$ cat src/rtl/twos_to_signmag_serial.sv
// Bit-serial two's-complement to sign-magnitude converter, LSB first.
// Bits are copied up to and including the first 1, then inverted, but only for negative operands.
module twos_to_signmag_serial #(
  parameter int SIZE = 8
) (
  input  logic            clk,
  input  logic            rst_n,
  input  logic [SIZE-1:0] a,
  input  logic            in_valid,
  output logic            in_ready,
  output logic            sign,
  output logic [SIZE-1:0] mag,
  output logic            out_valid,
  input  logic            out_ready,
  output logic            busy,
  output logic [1:0]      dbg_state_o
);

  localparam int CNT_W = $clog2(SIZE);
  localparam logic [CNT_W-1:0] LAST_BIT = CNT_W'(SIZE - 1);

  typedef enum logic [1:0] {
    IDLE  = 2'd0,
    SHIFT = 2'd1,
    DONE  = 2'd2
  } state_e;

  state_e           state_q, state_d;
  logic [CNT_W-1:0] cnt_q, cnt_d;
  logic [SIZE-1:0]  src_q, src_d;
  logic [SIZE-1:0]  mag_q, mag_d;
  logic             sign_q, sign_d;
  logic             seen_q, seen_d;
  logic             out_bit;

  // Handshake: a transfer happens on a rising edge where valid and ready are
  // both high; the input side is ready only in IDLE and the output side is
  // valid only in DONE, so an operand and its result never overlap.
  always_ff @(posedge clk or negedge rst_n) begin
    if (!rst_n) begin
      state_q <= IDLE;
      cnt_q   <= '0;
      src_q   <= '0;
      mag_q   <= '0;
      sign_q  <= 1'b0;
      seen_q  <= 1'b0;
    end else begin
      state_q <= state_d;
      cnt_q   <= cnt_d;
      src_q   <= src_d;
      mag_q   <= mag_d;
      sign_q  <= sign_d;
      seen_q  <= seen_d;
    end
  end

  always_comb begin
    state_d = state_q;
    cnt_d   = cnt_q;
    src_d   = src_q;
    mag_d   = mag_q;
    sign_d  = sign_q;
    seen_d  = seen_q;
    out_bit = (sign_q & seen_q) ? ~src_q[0] : src_q[0];
    unique case (state_q)
      IDLE: begin
        if (in_valid) begin
          src_d   = a;
          sign_d  = a[SIZE-1];
          seen_d  = 1'b0;
          cnt_d   = '0;
          state_d = SHIFT;
        end
      end
      SHIFT: begin
        seen_d = seen_q | src_q[0];
        mag_d  = {out_bit, mag_q[SIZE-1:1]};
        src_d  = src_q >> 1;
        cnt_d  = cnt_q + CNT_W'(1);
        if (cnt_q == LAST_BIT) state_d = DONE;
      end
      DONE: begin
        if (out_ready) state_d = IDLE;
      end
      default: state_d = IDLE;
    endcase
  end

  assign in_ready    = (state_q == IDLE);
  assign out_valid   = (state_q == DONE);
  assign busy        = (state_q != IDLE);
  assign sign        = sign_q;
  assign mag         = mag_q;
  assign dbg_state_o = state_q;

endmodule

$ cat config.mk
export PLATFORM = sky130hd
export DESIGN_NAME = twos_to_signmag_serial
export DESIGN_NICKNAME = d
export VERILOG_FILES = /design/src/rtl/twos_to_signmag_serial.sv
export SDC_FILE = /design/constraint.sdc
export NUM_CORES = 1
export LEC_CHECK = 0
export ABC_AREA = 0
export BUFFER_PORTS_ARGS = -buffer_cell sky130_fd_sc_hd__buf_2
export CAP_MARGIN = 0
export CORE_MARGIN = 10
export CORE_UTILIZATION = 25
export CTS_CLUSTER_SIZE = 40
export DETAILED_ROUTE_END_ITERATION = 10
export GPL_ROUTABILITY_DRIVEN = 0
export PLACE_DENSITY_LB_ADDON = 0.2
export SYNTH_ARGS = -nofsm -noshare
export SYNTH_HDL_FRONTEND = slang
export SYNTH_SLANG_ARGS = --single-unit
export TNS_END_PERCENT = 20
$ cat constraint.sdc
create_clock -name clk -period 3.6 [get_ports clk]
set_input_delay 0.72 -clock clk [delete_from_list [all_inputs] [get_ports clk]]
set_output_delay 0.72 -clock clk [all_outputs]
set_load 0.05 [all_outputs]
==> qor.yml <==
status: "completed"
grt_pass1_wl_mm: 3.93
routed_wl_mm: 2.32
die-area_um2: 6900
skew_ps: 3.36
diodes: 0
post_dp_cell_area_um2: 1150
cts_tree: "done"
min_period_over_period_pct: 58.8
layout-drive-gt1-share_pct: 25.2
synth_top_family_by_area: "compound AO/OA/AOI/OAI gates"
ant_nets: 0
cp-end-kind: "output port"
yosysMostFrequentCell: "nand2_1"
fmax_mhz: 472
crit_type: "reg -> out"
period_minus_slack_ps: 2120
path_max_fanout: 11
yosys_most_used_dff: "dfrtp_1"
synth_common_cells: "nand2_1, dfrtp_1, o22ai_1"
antenna_found_initial: 0
cts_buffer_depth: 2
final_cell_count_no_fill: 171
ys_warn_count: 0
wl_met2_mm: 1.02
portBuffers: 25
grt-ovfl-total: 0
regArea_um2: 576
crit_arrival_ps: 1400
htreeDepth: 1
coreArea_um2: 3740
grt_max_degree: 24
yosysSeqAreaShare_pct: 57.9
drtPass1Iterations: 4
start_kind: "flip-flop"
drt_iter0_drc: 19
wire_per_inst_um: 13.5
powerDensity_nw_per_um2: 1060
tns_ps: 0
grt_pass1_vias: 823
total_power_mw: 1.27
clock_sinks: 23
fp.dieH_um: 83.0
synthesis.nets: 112
hold_buffers: 0
syn_inst: 98
synth_area_um2: 993
yosysTopAreaCell: "dfrtp_1"
clkTransAtPathRegs_ps: 80
ir_drop_uv: 460
via_count: 781
wl_met1_mm: 1.06
hp-class: "in -> async"
max_cap_violations: 0
met3_length_um: 225
slew_viol_final: 0
cts-buffers-inserted: 3
yosysUniqueCellTypes: 20
cts_root_buffer: "clkbuf_8"
synth_compound_area_share_pct: 18.1
syn2layout_area_growth_pct: 20.0
die_w_um: 83.0
synth-simple-area-share_pct: 16.2
synth_xor_area_share_pct: 0.882
synth_seq_cells: 23
rsz0062_at_grt: "no"
place_inst: 167
leakage_nw: 0.598
io_pins: 26
top_layer_used: "met4"
synth_top_cell_area_share_pct: 57.9
synth_area_leaders: "dfrtp_1, nand2_1, o22ai_1, a2bb2oi_1, a21oi_1"
hold_viol_final: 0
design_area_um2: 1190
synth_fa_ha_area_share_pct: 2.52
insertion_delay_ps: 260
synth_edf_count: 0
postCtsSetupRepairBufs: 0
nFillCells: 413
grt_usage_pct: 6.72
multiInputGateArea_um2: 375
avgSynthCellArea_um2: 10.1
detailed_place_hpwl_mm: 1.76
post_cts_resized: 0
drc_errors: 0
synthArstFlopShare_pct: 100
fin_nets: 138
finalSetupViolations: 0
tightest_slew_ps: 530
initial_core_util_pct: 26.5
muxShareOfSynthArea_pct: 0
via_per_inst: 4.57
critPathRequiredTime_ps: 2880
rows: 22
max_slew_margin_pct: 64.7
==> through the flow <==
stage / setup slack [ps] / hold slack [ps] / utilization, %
after global routing: 1370 / 470 / 31.9
after detailed placement: 1790 / 467 / 30.6
after global placement: 1800 / 457 / 30.6
after floorplan: 847 / 424 / -
after CTS: 1490 / 447 / 31.9
final: 1480 / 433 / 31.9
==> worst paths after layout <==
kind	endpoint	from	cells past startpoint	slack, ps
hold / removal	src_q[4]	rst_n	1	430
setup / recovery	out_valid	dbg_state_o[1]	3	1480
setup reg to reg	cnt_q[1]	dbg_state_o[1]	3	2280
hold reg to reg	mag[0]	mag[0]	2	480
min in group clk	mag[0]	mag[0]	2	480
max in group asynchronous	mag[3]	rst_n	1	2810
==> state kept, by name, summed over array words and instances (netlist names) <==
name	flops
dbg_state_o	2
src_q	8
mag	8
seen_q	1
cnt_q	3
sign	1
==> worst max-delay path: stages (launching register included) <==
cell and delay (ps):
dfrtp_1 490, inv_1 240, nor2_1 130, buf_2 270
==> metal layers <==
metal / up-vias / track usage, %
met1: 367 / 8.22
li1: 387 / -
met5: - / 0
met4: 0 / 0.923
met2: 25 / 9.92
met3: 2 / 4.20
==> power by group <==
part / total [mW] / internal [mW] / leakage, nW / switching, mW
Combinational: 0.640 / 0.199 / 0.298 / 0.442
Clock: 0.155 / 0.0787 / 0.0228 / 0.0758
Sequential: 0.473 / 0.379 / 0.277 / 0.0946
Total: 1.27 / 0.656 / 0.598 / 0.612
==> area by class of cell <==
| class | count | area share (%) |
|---|---|---|
| clock buffer | 4 | 3.78 |
| inverter | 3 | 0.944 |
| multi-input combinational | 68 | 31.5 |
| sequential | 23 | 48.3 |
| tap | 48 | 5.04 |
| timing repair buffer | 25 | 10.5 |
==> kinds of logic after synthesis <==
family / Yosys count
AOI/OAI and AO/OA: 27
buffers and inverters: 7
and+or+nand+nor: 38
adders and majority gates: 2
xor gates and xnor gates: 1
DFF: 23
==> placed cells by master (no fill, tap or decap), types with 2 or more instances in the layout <==
cell,instances
ha_1,2
o22ai_1,9
nor2_1,5
buf_2,25
o21ai_0,3
a21oi_1,6
a22o_1,2
nand2_1,26
a2bb2oi_1,5
clkbuf_8,3
dfrtp_1,23
inv_1,3
nand2b_1,4
No activity file was read; power rests on OpenSTA's default activity.
